<file path="config.mk">
export PLATFORM = sky130hd
export DESIGN_NAME = collatz_sequencer
export DESIGN_NICKNAME = d
export VERILOG_FILES = /design/src/rtl/collatz_sequencer.sv
export SDC_FILE = /design/constraint.sdc
export NUM_CORES = 1
export LEC_CHECK = 0
export ABC_CLOCK_PERIOD_IN_PS = 11400
export CAP_MARGIN = 40
export CORE_ASPECT_RATIO = 1.5
export CORE_MARGIN = 8
export CORE_UTILIZATION = 45
export CTS_CLUSTER_DIAMETER = 120
export DETAILED_ROUTE_END_ITERATION = 10
export PLACE_DENSITY = 0.64
export SLEW_MARGIN = 5
export SYNTH_ARGS = -nofsm -noshare
export SYNTH_HDL_FRONTEND = slang
export SYNTH_SLANG_ARGS = --single-unit
</file>
<file path="constraint.sdc">
create_clock -name clk -period 11.4 [get_ports clk]
set_input_delay 2.28 -clock clk [delete_from_list [all_inputs] [get_ports clk]]
set_output_delay 2.28 -clock clk [all_outputs]
set_load 0.02 [all_outputs]
</file>
<file path="src/rtl/collatz_sequencer.sv">
// -----------------------------------------------------------------------------
// collatz_sequencer
//
// Multi-cycle Collatz orbit engine. A start request loads a BITS-wide operand,
// then one Collatz step is taken per clock until the orbit reaches 1, the
// operand is zero, the next 3n+1 would not fit in BITS bits, or the step
// budget MAX_STEPS is used up. The result registers hold their values from
// the DONE cycle until the next accepted start.
//
// Parameters:
//   BITS       width of the operand, orbit_len and path_record
//   MAX_STEPS  step budget (1 .. 2^BITS-1); reaching it aborts with timeout
//
// Ports:
//   clk          in   1     rising-edge clock
//   reset        in   1     synchronous, active-high reset
//   start        in   1     run request, sampled only in IDLE or DONE
//   number       in   BITS  start value, captured when start is accepted
//   busy         out  1     high while in RUN
//   done         out  1     high for the single DONE cycle
//   orbit_len    out  BITS  steps performed
//   path_record  out  BITS  largest value visited, start value included
//   status       out  2     00 ok, 01 zero input, 10 overflow, 11 timeout
// -----------------------------------------------------------------------------
module collatz_sequencer #(
   parameter int BITS      = 32,
   parameter int MAX_STEPS = 1000
) (
   input  logic            clk,
   input  logic            reset,
   input  logic            start,
   input  logic [BITS-1:0] number,
   output logic            busy,
   output logic            done,
   output logic [BITS-1:0] orbit_len,
   output logic [BITS-1:0] path_record,
   output logic [1:0]      status
);

   typedef enum logic [1:0] {
      S_IDLE = 2'd0,
      S_RUN  = 2'd1,
      S_DONE = 2'd2
   } state_t;

   localparam logic [1:0] ST_OK       = 2'b00;
   localparam logic [1:0] ST_ZERO     = 2'b01;
   localparam logic [1:0] ST_OVERFLOW = 2'b10;
   localparam logic [1:0] ST_TIMEOUT  = 2'b11;

   localparam logic [BITS-1:0] STEP_LIMIT = BITS'(MAX_STEPS);

   state_t          state;
   state_t          state_next;
   logic [BITS-1:0] n;
   logic [1:0]      status_next;
   logic            load;
   logic            do_step;

   // 3n+1 is formed two bits wider than the operand so that any carry out of
   // the BITS-wide field is visible as overflow instead of silently wrapping.
   logic [BITS+1:0] n_triple;
   logic            triple_overflow;
   logic [BITS-1:0] n_stepped;

   assign n_triple        = {1'b0, n, 1'b0} + {2'b00, n} + (BITS+2)'(1);
   assign triple_overflow = |n_triple[BITS+1:BITS];
   assign n_stepped       = n[0] ? n_triple[BITS-1:0] : (n >> 1);

   assign busy = (state == S_RUN);
   assign done = (state == S_DONE);

   // Next-state and control decode. The RUN checks are an if/else chain so the
   // priority order (zero, one, budget, overflow, step) is explicit.
   always_comb begin
      // NOTE: every signal written here gets a default first, so no path through
      // the case can leave one unassigned and infer a latch.
      state_next  = state;
      status_next = status;
      load        = 1'b0;
      do_step     = 1'b0;

      case (state)
         S_IDLE: begin
            if (start) begin
               state_next = S_RUN;
               load       = 1'b1;
            end
         end

         S_RUN: begin
            if (n == '0) begin
               status_next = ST_ZERO;
               state_next  = S_DONE;
            end else if (n == BITS'(1)) begin
               status_next = ST_OK;
               state_next  = S_DONE;
            end else if (orbit_len == STEP_LIMIT) begin
               status_next = ST_TIMEOUT;
               state_next  = S_DONE;
            end else if (n[0] && triple_overflow) begin
               status_next = ST_OVERFLOW;
               state_next  = S_DONE;
            end else begin
               do_step = 1'b1;
            end
         end

         S_DONE: begin
            // DONE never lingers: restart directly or fall back to IDLE.
            if (start) begin
               state_next = S_RUN;
               load       = 1'b1;
            end else begin
               state_next = S_IDLE;
            end
         end

         default: begin
            state_next = S_IDLE;
         end
      endcase
   end

   // NOTE: registered state uses non-blocking assignments only, so every
   // register samples pre-edge values regardless of statement order.
   always_ff @(posedge clk) begin
      if (reset) begin
         state       <= S_IDLE;
         n           <= '0;
         orbit_len   <= '0;
         path_record <= '0;
         status      <= ST_OK;
      end else begin
         state <= state_next;

         if (load) begin
            n           <= number;
            orbit_len   <= '0;
            path_record <= number;
            status      <= ST_OK;
         end else begin
            status <= status_next;
            if (do_step) begin
               n         <= n_stepped;
               orbit_len <= orbit_len + BITS'(1);
               if (n_stepped > path_record) begin
                  path_record <= n_stepped;
               end
            end
         end
      end
   end

endmodule

</file>
==> results by stage <==
Synth:
- When the netlist entered floorplanning its net count stood at roughly 1200.
- The number of warning messages in the yosys log is 0.
- After synthesis the netlist holds a flip-flop and latch count of 100.
- Yosys attributes the largest share of cell area to sky130_fd_sc_hd__dfxtp_1, sky130_fd_sc_hd__ha_1, sky130_fd_sc_hd__nand2_1, sky130_fd_sc_hd__a21oi_1, sky130_fd_sc_hd__nor2_1.
- Counting flops with an async set or reset pin after synthesis yields a share of 0%.
- Summing the sequential cell areas from Yosys gives around a quarter of the chip area.
- The flip-flop cell with the highest count after synthesis is sky130_fd_sc_hd__dfxtp_1.
- In this run, distinct cell masters in the synthesized netlist total 64.
- The average cell area after synthesis is about 7.7 sq um.
- The biggest area contributor in the post-synthesis netlist is sky130_fd_sc_hd__dfxtp_1.
- The post-synthesis instance area is 0.00793 sq mm.
- The cell count after synthesis is a little over 1000.
- The share of Yosys cell area claimed by the top area cell type is roughly 25%.
- The synthesized design contains 0 enable-type register cells.

STA:
- Derived from the worst setup path, the maximum achievable clock frequency is 186 MHz.
- The number of pins exceeding their max-slew limit in the final report is 0.
- At the pin with the least slew margin, the transition time is between 0.7 and 0.8 ns.
- The worst clock skew on the final layout is ~0.013 ns.
- The number of endpoints failing setup at the final stage is 0.
- In the final timing run, aggregate negative setup slack is 0 ns.
- Setup repair after global routing left no endpoint under its margin.
- The worst path needs ~5.4 ns of the cycle, external delays included.
- The number of endpoints with negative hold slack in the final report is 0.
- The post-route fraction of the period consumed by the critical path is 47.1%.
- The worst pin sits at a relative slew slack of ~47%.

Job:
- The reported max-cap violation count is 0.

Routing:
- The number of nets still failing antenna checks after routing is 0.
- The detailed router used layers up to and including met4.
- The starting DRC count in detailed routing is ~300.
- After detailed routing, the number of vias per cell comes to around 5.9.
- The wire length on met2 is around 14 mm.
- In the final routing, the length of wire on met1 measures approximately 9.5 mm.
- Wire segments on met3 add up to approximately 940 microns in the final route.
- The wire length per cell is approximately 20 microns.
- In the routed design, unresolved DRC markers number 0.
- The total detailed-routing wirelength is ~27 mm.
- The final route contains around 7800 vias.
- The detailed-routing iteration count for the pre-antenna-repair pass is 4.

Critical path:
- The reg2reg setup slack is between 6 and 7 ns.
- Traced cell by cell, the critical path runs through buf_4 -> ha_1 -> o211ai_1 -> a2111oi_4 -> o31ai_1 -> a211oi_1 -> o21ai_0 -> nand2_1 -> nand2_1 -> a31oi_1 -> inv_1 -> ha_1 -> nand4_1 -> nor3_1 -> nand3_1 -> a311o_1 -> o211ai_1 -> a21o_4 -> mux2_2.
- Among all stages on the critical path, the largest delay is contributed by sky130_fd_sc_hd__a21o_4.
- STA puts the critical path data required time at about 12 ns.
- Following the worst setup path forward leads to its endpoint at path_record[14].
- The largest single stage delay on the critical path is 0.52 ns.
- The startpoint identified for the worst register-to-register timing path is n[0].
- In this run the worst path has a maximum fanout of 53.
- The worst register-to-register path has a depth of 19.
- The kind of critical path is reg2reg.
- In this run the critical register-to-register path is captured at path_record[14].
- STA classifies the critical path endpoint as a register.
- Tracing the worst setup path back leads to its startpoint at n[0].
- The arrival time of the worst setup path is 5.62 ns.
- STA classifies the critical path startpoint as a register.

Worst hold path:
- The worst min-delay path class is reg2reg.
- Counting instances, the worst hold path has a depth of 2.

GRT:
- The number of global-route vias before repair came to roughly 7900.
- The number of antenna violations at the first check in global routing came to 0.
- Entering global routing, the biggest net connects between 50 and 60 pins.
- The first-pass GRT wire length is ~42 mm.
- Global routing consumed, over all layers together, 23.5% of the routing resources.
- The total congestion overflow is 0.

Finish:
- Summing all multi-input logic gate instances after layout gives roughly 0.0053 sq mm.
- In the layout the commonest cells are sky130_fd_sc_hd__nand2_1, sky130_fd_sc_hd__clkdlybuf4s50_1, sky130_fd_sc_hd__dfxtp_1.
- The proportion of layout cells with a drive suffix above 1 is approximately 5%.
- The library cell used most frequently in the layout, excluding fill and tap cells, is sky130_fd_sc_hd__nand2_1.
- From synthesis to final layout, the design area changed by 17.8%.
- The final layout contains about 1200 nets.
- The layout has approximately 1700 filler cells.
- The number of antenna diodes in the final layout is 0.
- For this run, the number of standard cells in the final layout without fillers is around 1300.
- Registers take approximately 0.0020 sq mm.

Die:
- The core area is 0.0173 sq mm.
- The I/O pin count is a little over 100.
- The width of the chip is between 100 and 150 microns.
- The initial core utilization is 45.7%.
- The die extent in y is 179 microns.
- The full die area is around 0.022 sq mm.
- In this run the core area contains 59 standard-cell rows.

Clock network:
- The hold buffer count at cts is 0.
- Post-CTS repair changed the size of 0 cells.
- The clock passes through at most 2 buffers.
- The TritonCTS clock tree is yes.
- The number of H-tree levels is 3.
- At the later pin of the worst-skew pair, clock insertion delay measures about 0.36 ns.
- The clock net in this run drives a total of 100 sinks.
- The clock input transition at the sequential cells of the worst setup and hold paths is about 0.080 ns.
- The clock buffer count from CTS is 9.
- Post-CTS timing repair inserted 0 buffers for setup.
- Clock tree synthesis selected as its root buffer the cell sky130_fd_sc_hd__clkbuf_16.

Status:
- The flow ran to the end, and the final reports show no timing, DRC or antenna violations.

Place:
- Summed over all nets, the half-perimeter wirelength after detailed placement is approximately 21 mm.
- At the end of routability-driven placement, the weighted congestion stood at approximately 0.96.
- In this run, placement finished with an instance count of roughly 1300.
- The number of buffers added on ports is approximately 100.

Power and ir drop:
- The analysis attributes to cell leakage a power of around 3.6 nW.
- Total power for the finished layout comes to 0.00118 W.
- For this design the ratio of total power to cell area is between 100 and 150 mW/mm^2.
- The worst ir drop on vdd is roughly 0.000078 V.
## registers in the layout, summed over array words and instances, names as in the netlist
register	cells
n	32
status	2
orbit_len	32
path_record	32
state	2
## worst min-delay path by stage
stage                                 end            start
final                     path_record[19]  path_record[19]
after global placement    path_record[19]  path_record[19]
after floorplan                     n[27]            n[27]
after global routing      path_record[12]  path_record[12]
after CTS                 path_record[19]  path_record[19]
after detailed placement  path_record[19]  path_record[19]
## metal layers
layer  GRT usage (%)  up-vias
li1                -     3811
met1            21.8     3608
met2            44.5      242
met3            3.54       99
met4            19.9        0
met5               0        -
## through the flow
stage               hold WS, ns  cell area (sq um)  setup WS (ns)  utilization, %
floorplan                 0.465               7930           7.18               -
global placement          0.459               9030           6.20            52.0
detailed placement        0.477               9060           6.08            52.2
CTS                       0.488               9350           6.06            53.9
global route              0.512               9350           5.46            53.9
finish                    0.488               9350           6.03            53.9
## synthesized netlist by cell type (10+ instances only)
library cell	instances
sky130_fd_sc_hd__o21ai_0	60
sky130_fd_sc_hd__and3_1	12
sky130_fd_sc_hd__nand4_1	30
sky130_fd_sc_hd__xnor2_1	16
sky130_fd_sc_hd__dfxtp_1	100
sky130_fd_sc_hd__inv_1	91
sky130_fd_sc_hd__nand2_1	112
sky130_fd_sc_hd__mux2i_1	35
sky130_fd_sc_hd__nor2_1	95
sky130_fd_sc_hd__xor2_1	33
sky130_fd_sc_hd__nand2b_1	10
sky130_fd_sc_hd__o31ai_1	20
sky130_fd_sc_hd__a21oi_1	75
sky130_fd_sc_hd__a211oi_1	18
sky130_fd_sc_hd__nand3_1	29
sky130_fd_sc_hd__nor3_1	15
sky130_fd_sc_hd__ha_1	86
sky130_fd_sc_hd__o211ai_1	13
sky130_fd_sc_hd__clkbuf_1	40
## kinds of logic (layout without fill, tap and decap cells)
logic type / after synthesis / count (layout) / synth area share [%]
mux: 42 / 42 / 5.41
fa+ha+maj: 87 / 87 / 13.8
compound gates: 268 / 268 / 22.4
simple gates: 343 / 343 / 20.2
xor+xnor: 49 / 49 / 5.41
flops: 100 / 100 / 25.2
buf+inv: 147 / 219 / 7.52
## power breakdown
| part | internal (W) | leakage, nW | switching [W] |
|---|---|---|---|
| clock | 0.000153 | 0.133 | 0.000152 |
| combinational | 0.000182 | 2.69 | 0.000287 |
| sequential | 0.000378 | 0.816 | 0.0000336 |
| total | 0.000713 | 3.64 | 0.000472 |
## layout make-up
| class | count | share of cell area (%) |
|---|---|---|
| clock buffers | 10 | 2.45 |
| clock inverters | 6 | 0.589 |
| inverters | 91 | 3.65 |
| multi-input cells | 789 | 57.2 |
| flip-flops and latches | 100 | 21.4 |
| well taps | 213 | 2.85 |
| repair buffers | 112 | 11.8 |
## worst max-delay path: cells and delay by family, from the launching register on
| kind | cells | cell delay (ns) |
|---|---|---|
| compound gates | 9 | 2.69 |
| mux | 1 | 0.41 |
| buf+inv | 2 | 0.57 |
| flops | 1 | 0.32 |
| simple gates | 5 | 0.66 |
| fa+ha+maj | 2 | 0.59 |
Note: power is estimated with default switching activity, not from simulation.
